===== src/rtl/instr_fetch_unit.sv =====
// Fetch stage: owns the word PC, fetches over req/ack into a DEPTH-entry prefetch queue, drains to the core via valid/ready.
// An ack is visible at the head one cycle later; a full queue parks fetch in HOLD until the core pops.
module instr_fetch_unit #(
    parameter int DEPTH = 4
) (
    input  logic                     CLK,
    input  logic                     RESET,
    input  logic [31:0]              startPC,
    output logic                     imem_req,
    output logic [31:0]              imem_addr,
    input  logic                     imem_ack,
    input  logic [31:0]              imem_rdata,
    input  logic                     redirect,
    input  logic [31:0]              redirect_pc,
    output logic                     instr_valid,
    input  logic                     instr_ready,
    output logic [31:0]              instr,
    output logic [31:0]              instr_pc,
    output logic [$clog2(DEPTH):0]   q_count
);

    localparam int AW = $clog2(DEPTH);
    localparam int CW = AW + 1;
    localparam logic [CW-1:0] FULL = CW'(DEPTH);

    typedef enum logic [1:0] {
        BOOT  = 2'd0,
        REQ   = 2'd1,
        HOLD  = 2'd2,
        DRAIN = 2'd3
    } state_t;

    state_t          state;
    state_t          state_nxt;
    logic [31:0]     pc;
    logic [31:0]     pc_nxt;
    logic [31:0]     pend_pc;
    logic [31:0]     pend_pc_nxt;

    logic [31:0]     q_instr [DEPTH];
    logic [31:0]     q_pc    [DEPTH];
    logic [AW-1:0]   rd_ptr;
    logic [AW-1:0]   wr_ptr;
    logic [CW-1:0]   count;
    logic [CW-1:0]   count_nxt;

    logic            push;
    logic            pop;
    logic            flush;

    // Redirect kills both the push of in-flight data and any pop of wrong-path work.
    assign flush = redirect;
    assign push  = (state == REQ) && imem_ack && !redirect;
    assign pop   = (count != '0) && instr_ready && !redirect;

    always_comb begin
        count_nxt = count;
        if (flush) begin
            count_nxt = '0;
        end else if (push && !pop) begin
            count_nxt = count + CW'(1);
        end else if (!push && pop) begin
            count_nxt = count - CW'(1);
        end
    end

    always_comb begin
        state_nxt   = state;
        pc_nxt      = pc;
        pend_pc_nxt = pend_pc;
        case (state)
            BOOT: begin
                pc_nxt    = redirect ? redirect_pc : startPC;
                state_nxt = REQ;
            end
            REQ: begin
                if (redirect) begin
                    if (imem_ack) begin
                        pc_nxt    = redirect_pc;
                        state_nxt = REQ;
                    end else begin
                        pend_pc_nxt = redirect_pc;
                        state_nxt   = DRAIN;
                    end
                end else if (imem_ack) begin
                    pc_nxt    = pc + 32'd1;
                    state_nxt = (count_nxt < FULL) ? REQ : HOLD;
                end
            end
            HOLD: begin
                if (redirect) begin
                    pc_nxt    = redirect_pc;
                    state_nxt = REQ;
                end else if (count_nxt < FULL) begin
                    state_nxt = REQ;
                end
            end
            DRAIN: begin
                // The old request must complete before the target can be issued; latest redirect wins.
                if (redirect) begin
                    pend_pc_nxt = redirect_pc;
                end
                if (imem_ack) begin
                    pc_nxt    = redirect ? redirect_pc : pend_pc;
                    state_nxt = REQ;
                end
            end
            default: begin
                state_nxt = BOOT;
            end
        endcase
    end

    always_ff @(posedge CLK or posedge RESET) begin
        if (RESET) begin
            state   <= BOOT;
            pc      <= '0;
            pend_pc <= '0;
        end else begin
            state   <= state_nxt;
            pc      <= pc_nxt;
            pend_pc <= pend_pc_nxt;
        end
    end

    always_ff @(posedge CLK or posedge RESET) begin
        if (RESET) begin
            rd_ptr <= '0;
            wr_ptr <= '0;
            count  <= '0;
        end else begin
            count <= count_nxt;
            if (flush) begin
                rd_ptr <= '0;
                wr_ptr <= '0;
            end else begin
                if (push) begin
                    wr_ptr <= wr_ptr + AW'(1);
                end
                if (pop) begin
                    rd_ptr <= rd_ptr + AW'(1);
                end
            end
        end
    end

    // Storage is cleared on reset so the head outputs are defined while the queue is empty.
    always_ff @(posedge CLK or posedge RESET) begin
        if (RESET) begin
            for (int i = 0; i < DEPTH; i++) begin
                q_instr[i] <= '0;
                q_pc[i]    <= '0;
            end
        end else if (push) begin
            q_instr[wr_ptr] <= imem_rdata;
            q_pc[wr_ptr]    <= pc;
        end
    end

    assign imem_req    = (state == REQ) || (state == DRAIN);
    assign imem_addr   = pc;
    assign instr_valid = (count != '0);
    assign instr       = q_instr[rd_ptr];
    assign instr_pc    = q_pc[rd_ptr];
    assign q_count     = count;

endmodule


===== config.mk =====
export PLATFORM = sky130hd
export DESIGN_NAME = instr_fetch_unit
export DESIGN_NICKNAME = d
export VERILOG_FILES = /design/src/rtl/instr_fetch_unit.sv
export SDC_FILE = /design/constraint.sdc
export NUM_CORES = 1
export LEC_CHECK = 0
export CAP_MARGIN = 40
export CORE_UTILIZATION = 43
export CTS_CLUSTER_DIAMETER = 200
export DETAILED_ROUTE_END_ITERATION = 7
export PLACE_DENSITY = 0.67
export SLEW_MARGIN = 5
export SYNTH_ARGS = -nofsm -noshare
export SYNTH_HDL_FRONTEND = slang
export SYNTH_SLANG_ARGS = --single-unit
export TNS_END_PERCENT = 30

===== constraint.sdc =====
create_clock -name CLK -period 17.58 [get_ports CLK]
set_clock_uncertainty 0.05 [all_clocks]
set_input_delay 3.516 -clock CLK [delete_from_list [all_inputs] [get_ports CLK]]
set_output_delay 3.516 -clock CLK [all_outputs]
set_load 0.01 [all_outputs]

# [Word level (Yosys, flattened, before mapping)]
# Cells that the tools add are included.
[word_totals] wordCells=90 input_bits=101 output_inout_bits=101 register_bits=329
[op_classes] n_reduce_logical=19 n_mux=36 n_addsub=5 n_eq_ne=10 order_cmp=4 bitwise=2
[ops] cell="two-way mux 32 bit" count=14
[ops] cell="bitwise mux 128 bit" count=2
[ops] cell="binary-select mux 32 bit (select 2 bit)" count=2
[ops] cell="case mux 32 bit (4 select lines)" count=1
[ops] cell="demux 32 bit (select 2 bit)" count=1
[ops] cell="case mux 32 bit (2 select lines)" count=1
[ops] cell="adder 32 x 1 -> 32 bit (second input constant)" count=1
[ops] cell="two-way mux 2 bit" count=11
[ops] cell="inequality test 2 bit (second input constant)" count=5
[ops] cell="two-way mux 3 bit" count=3
[ops] cell="AND reduction 3 bit" count=3
[ops] cell="case mux 2 bit (4 select lines)" count=1
[ops] cell="logical AND 1 bit" count=7
[ops] cell="greater-or-equal comparator 3 bit (second input constant)" count=2
[ops] cell="inequality test 3 bit (second input constant)" count=2
[ops] cell="inverter 2 -> 3 bit" count=2
[ops] cell="nonzero test 2 bit" count=3
[ops] cell="adder 2 x 1 -> 2 bit (second input constant)" count=2
[ops] cell="== test 2 bit (second input constant)" count=2
[ops] cell="adder 3 x 1 -> 3 bit (second input constant)" count=1
[ops] cell="logical NOT 1 bit" count=3
[ops] cell="< comparator 3 x 1 -> 1 bit (second input constant)" count=1
[ops] cell="< comparator 3 bit (second input constant)" count=1
[ops] cell="nonzero test 3 bit" count=1
[ops] cell="other kinds (4)" count=4

# [Longest topological paths before layout]
# Gate-level depths: netlist of the first run.
[logic_depth] word_depth=13 ltp_mapped=8 mapped_depth_nobuf=7

# [Least setup slack after synthesis of the first run]
# OpenSTA, ideal clock, no wires.
[synth_timing] path_kind="reg2out" start="reg rd_ptr[0]" end="out instr_pc[10]" path_buffers=3 t_required_ns=14.014 t_arrival_ns=1.770 path_stages_with_launch=5 setup_slack_ns=12.244 cell_sequence="dfrtp_1 -> buf_2 -> clkbuf_1 -> clkbuf_1 -> mux4_2"
[synth_via] elab_chain_len=4
[synth_lines] item="from (decl)" line="42" rtl="logic [AW-1:0] rd_ptr;"
[synth_lines] item="from (signal assigned)" line="141" rtl="rd_ptr <= rd_ptr + AW'(1);"
[synth_lines] item="inverter 2 -> 3 bit (not written as such)" line="164" rtl="assign instr_pc = q_pc[rd_ptr];"
[synth_lines] item="binary-select mux 32 bit (select 2 bit)" line="164"
[synth_lines] item="two-way mux 32 bit (not written as such) (2 in a row)" line="164"
[synth_lines] item="to (decl)" line="18" rtl="output logic [31:0] instr_pc,"
# No other way between the ends. The select of a mux whose other input is x is not followed.

# [Worst setup path in the final report of the first run]
[layout_timing] start="reg rd_ptr[0]" end="out instr_pc[26]"
# The elaborated chain is that of the path after synthesis.

==> results of run 1 <==
[where the power goes]
group | leakage (nW) | switching, W | internal [W]
clock | 0.596 | 0.000300 | 0.000471
combinational | 3.60 | 0.000446 | 0.000680
sequential | 4.18 | 0.000227 | 0.00104
total | 8.37 | 0.000972 | 0.00219
[area by class of cell]
cell class	count	area, sq um	area share (%)
clock buffer	49	1040	5.31
clock inverter	11	159	0.811
inverter	18	75.1	0.383
multi-input combinational	775	7170	36.6
sequential	329	8240	42.1
tap	461	577	2.94
timing repair buffer	225	2330	11.9
[cells by family (layout without fill, tap and decap cells)]
logic type / Yosys count / count (layout)
muxes: 333 / 333
DFF: 329 / 329
and+or+nand+nor: 218 / 218
AOI/OAI and AO/OA: 203 / 203
buffers and inverters: 120 / 303
xor gates and xnor gates: 13 / 13
adders and majority gates: 8 / 8
[how the worst min path moves through the flow]
stage                          from         to  cells after the start
after floorplan            q_pc[54]   q_pc[54]                      2
after CTS                  q_pc[73]   q_pc[73]                      2
after global placement    q_pc[118]  q_pc[118]                      2
final                      q_pc[73]   q_pc[73]                      2
after detailed placement    q_pc[9]    q_pc[9]                      2
after global routing      q_pc[127]  q_pc[127]                      2
[flip-flops by register name, summed over array words and instances, names as in the netlist]
signal and flops:
imem_addr 32, pend_pc 32, q_count 3, q_instr 128, q_pc 128, rd_ptr 2
state 2, wr_ptr 2
[worst max-delay path, cell delays in order, from the launching register on]
cell             delay (ns)
dfrtp_4                0.80
buf_4                  0.69
mux4_2                 0.60
clkdlybuf4s50_1        0.57
[layer usage]
metal	track usage (%)	vias to the layer above	wire length, microns
met2	33.1	414	18100
met5	0	-	0
met1	30.1	5553	17900
li1	-	4903	-
met4	6.14	0	952
met3	4.35	66	2620
[cells in the mapped netlist (3+ instances only)]
cell type,n
a211oi_1,4
a21oi_1,25
a221oi_1,3
a22oi_1,12
a2bb2oi_1,4
a31oi_1,10
a32oi_1,5
and2_1,6
and3_1,7
and4_1,4
buf_1,35
buf_2,14
clkbuf_1,51
dfrtp_1,329
ha_1,8
inv_1,17
mux2_2,266
mux2i_1,3
mux4_2,64
nand2_1,76
nand2b_1,11
nand3_1,24
nand4_1,7
nor2_1,33
nor2b_1,7
nor3_1,18
nor4_1,7
o2111ai_1,4
o211ai_1,9
o21ai_0,67
o22a_1,4
o22ai_1,11
o311ai_0,3
o31a_1,4
o31ai_1,9
or4_1,3
xnor2_1,6
xor2_1,7
[through the flow]
| step | cell area [sq um] | power [W] | std cells | utilization [%] |
|---|---|---|---|---|
| 3_5_place_dp | 18400 | 0.00241 | 1807 | 51.1 |
| 2_1_floorplan | 15800 | 0.00189 | 1224 | - |
| 5_1_grt | 19600 | 0.00334 | 1868 | 54.5 |
| 4_1_cts | 19600 | 0.00319 | 1867 | 54.5 |
| 6_report | 19600 | 0.00316 | 1868 | 54.5 |
| 3_3_place_gp | 18200 | 0.00237 | 1799 | 50.6 |
==> metrics.txt, run 1 <==
# H-tree levels 2; Die X 194 microns; final setup TNS 0 ns; run status finished clean; Fillers 3038; Residual DRC 0; Avg Cell Area, Syn 12.9 sq um; Reg2Reg Setup Slack 14.45 ns; GR Overflow Total 0; reg-to-reg startpoint state[0]; unrepaired setup endpoints after global routing false; Synth Area in Simple Gates 6.88%; root buffer cell clkbuf_16; core area 35900 sq um; top cells by area, synth dfrtp_1, mux2_2, mux4_2; GRT Total Usage 21.2%; Final setup viols 0; Die Y 194 microns; CP Class reg -> out; worst-skew pair later-pin latency 0.52 ns; Worst slew margin 38.0%; Max Buffers Root-to-Sink 3; Tmin final 6.77 ns; NumNets Final 1494; Final Max Slew Viols 0; number of synthesized flops with an enable pin 0; r2r endpoint q_instr[115]; Min Hold Slack 0.426 ns; via count 10900; DP HPWL 26000 microns; total wire length 39600 microns; Lkg Pwr 8.37 nW; initial cell density of the core 44.1%; final period utilization 38.5%; critical path capture point type output port; Setup crit start rd_ptr[0]; Layout area overhead 23.7%; CTS tree done; CP Data Required Time 14.01 ns; Final Hold Fails 0; most frequent cells in the layout dfrtp_1, mux2_2, clkdlybuf4s50_1; area leader, netlist dfrtp_1; R2R depth 6; CP max FO 34; port bufs 201; initial antenna violation count 0; Synth Area in Compound Gates 8.56%; remaining antenna violation count after routing 0; leading cell type in the layout, fill and taps excluded dfrtp_1; diode count 0; YS warnings 0; Post-Syn Instances 1224; Worst VDD drop 0.0000693 V; min setup slack post-route 10.81 ns; synthesized area 15800 sq um; post-CTS sizing 0; post-synth top area share 52.0%; critical path endpoint instr_pc[26]; Worst-path clk slew 0.05 ns; largest net degree at the start of global routing 126; postcts setup bufs 0; DIE AREA 37600 sq um; Yosys cell types 71; PD cells 161 nW/um^2; clk sinks 329; max_cap viols 0; Boundary Pins 202; layout cells sized above 1 30.3%; setup slack at placement 10.87 ns; drt wl/cell 21.2 microns; Worst Max-Slew Pin Slew 0.922 ns; multiplexer area fraction after synthesis 28.2%; vias in the first global route 11100; largest family of logic cells by synthesized area multiplexers; Syn Nets 1333; CP Data Arrival Time 3.21 ns; Synth Area in Adders 0.632%; Post-synth ARST share 100%; Rows 69; Iter 0 DRT Violations 825; CTS buffer count 36; Main synth FF type dfrtp_1; HP Class reg -> reg; fmax 148 MHz; XOR/XNOR Fraction of Synth Area 0.719%; sequential fraction of the synthesis area 52.0%; drt pass-1 iters 5; CTS Hold Bufs 0; first-pass GRT wire length 63300 microns; DR vias/cell 5.85; Startpoint Class register; RD Place Congestion 0.851; post-synthesis register bit count 329
Note: power is estimated with default switching activity, not from simulation.
==> run 2: changes to the inputs <==
Clock period 17.58 ns to 6.79 ns, I/O delays scaled along.
==> metrics.txt, run 2 (synthesis gave the netlist of run 1 again) <==
run status finished clean; diode count 0; DR vias/cell 5.85; Layout area overhead 23.9%; Final setup viols 0; CTS Hold Bufs 0; GRT Total Usage 21.8%; port bufs 201; Worst-path clk slew 0.06 ns; DP HPWL 26400 microns; initial antenna violation count 0; root buffer cell clkbuf_16; first-pass GRT wire length 64400 microns; RD Place Congestion 0.841; NumNets Final 1494; min setup slack post-route 2.25 ns; total wire length 40400 microns; Rows 69; Worst slew margin 40.6%; DIE AREA 37600 sq um; via count 11000; cells along the critical path buf_4, mux4_2, clkdlybuf4s50_1; clk sinks 329; setup slack at placement 2.32 ns; largest net degree at the start of global routing 152; core area 35900 sq um; PD cells 421 nW/um^2; CP Data Arrival Time 3.14 ns; CTS tree done; CP max FO 36; remaining antenna violation count after routing 0; Residual DRC 0; Final Max Slew Viols 0; CP max stage cell dfrtp_4; # H-tree levels 2; Lkg Pwr 8.38 nW; fmax 220 MHz; CP delay by family, top buffers and inverters; Die X 194 microns; unrepaired setup endpoints after global routing false; Boundary Pins 202; register area 8240 sq um; Worst Max-Slew Pin Slew 0.883 ns; slowest stage delay, CP 0.82 ns; layout cells sized above 1 30.9%; drt pass-1 iters 5; most frequent cells in the layout dfrtp_1, mux2_2, clkdlybuf4s50_1; CTS buffer count 37; HP Class reg -> reg; max_cap viols 0; Max Buffers Root-to-Sink 3; final period utilization 66.9%; drt wl/cell 21.5 microns; initial cell density of the core 44.1%; Worst VDD drop 0.000170 V; Multi-input gate area 7170 sq um; CP Data Required Time 5.38 ns; critical path capture point type output port; Tmin final 4.54 ns; CP bufs+invs 2; postcts setup bufs 0; Die Y 194 microns; GR Overflow Total 0; CP Class reg -> out; Iter 0 DRT Violations 771; worst-skew pair later-pin latency 0.54 ns; leading cell type in the layout, fill and taps excluded dfrtp_1; Fillers 3089; Final Hold Fails 0; Startpoint Class register; post-CTS sizing 0; final setup TNS 0 ns; vias in the first global route 11300; largest registers q_instr x128, q_pc x128
## run 2: cell types whose count changed in the layout (fill, tap and decap cells not counted), sizes merged
cell	change
clkinvlp	+5
clkinv	+3
bufinv	-2
inv	+2
clkdlybuf4s18	-1
## run 2: final timing paths
kind / cells past startpoint / startpoint / end / slack, ns
worst min register to register: 2 / q_pc[95] / q_pc[95] / 0.43
worst max register to register: 6 / state[0] / q_pc[100] / 3.70
max in group asynchronous: 4 / RESET / pend_pc[7] / 4.27
worst min-delay path: 2 / q_pc[95] / q_pc[95] / 0.43
worst max-delay path: 3 / rd_ptr[1] / instr_pc[11] / 2.25
min in group asynchronous: 2 / RESET / q_instr[97] / 1.05
## run 2: final cells by class
type | count | share of cell area (%)
inverter | 18 | 0.363
sequential | 329 | 42.0
tap | 461 | 2.94
timing repair buffer | 224 | 11.7
clock inverter | 19 | 0.880
multi-input combinational | 775 | 36.6
clock buffer | 49 | 5.57
## run 2: metrics by stage
step | utilization [%] | area (sq um) | std cells | hold slack, ns | power (W)
final | 54.6 | 19600 | 1875 | 0.429 | 0.00826
after global routing | 54.6 | 19600 | 1875 | 0.456 | 0.00871
after CTS | 54.6 | 19600 | 1875 | 0.430 | 0.00835
after detailed placement | 51.1 | 18400 | 1807 | 0.417 | 0.00626
after global placement | 50.7 | 18200 | 1799 | 0.406 | 0.00615
after floorplan | - | 15800 | 1224 | 0.395 | 0.00490
## run 2: worst min-delay path, cell delays in order (launching register included)
cell and delay (ns):
dfrtp_1 0.34, nand2_1 0.04, o21ai_0 0.06
## run 2: routing by layer
| layer | global-route usage (%) | share of wire, % |
|---|---|---|
| met5 | 0 | 0 |
| met4 | 5.82 | 2.2 |
| met2 | 35.0 | 47 |
| met3 | 4.11 | 6.2 |
| met1 | 30.3 | 44 |
## run 2: report_power, final
group          switching [W]  internal, W  leakage [nW]
sequential          0.000592      0.00269          4.18
combinational        0.00116      0.00177          3.58
clock               0.000834      0.00122         0.624
total                0.00259      0.00567          8.38
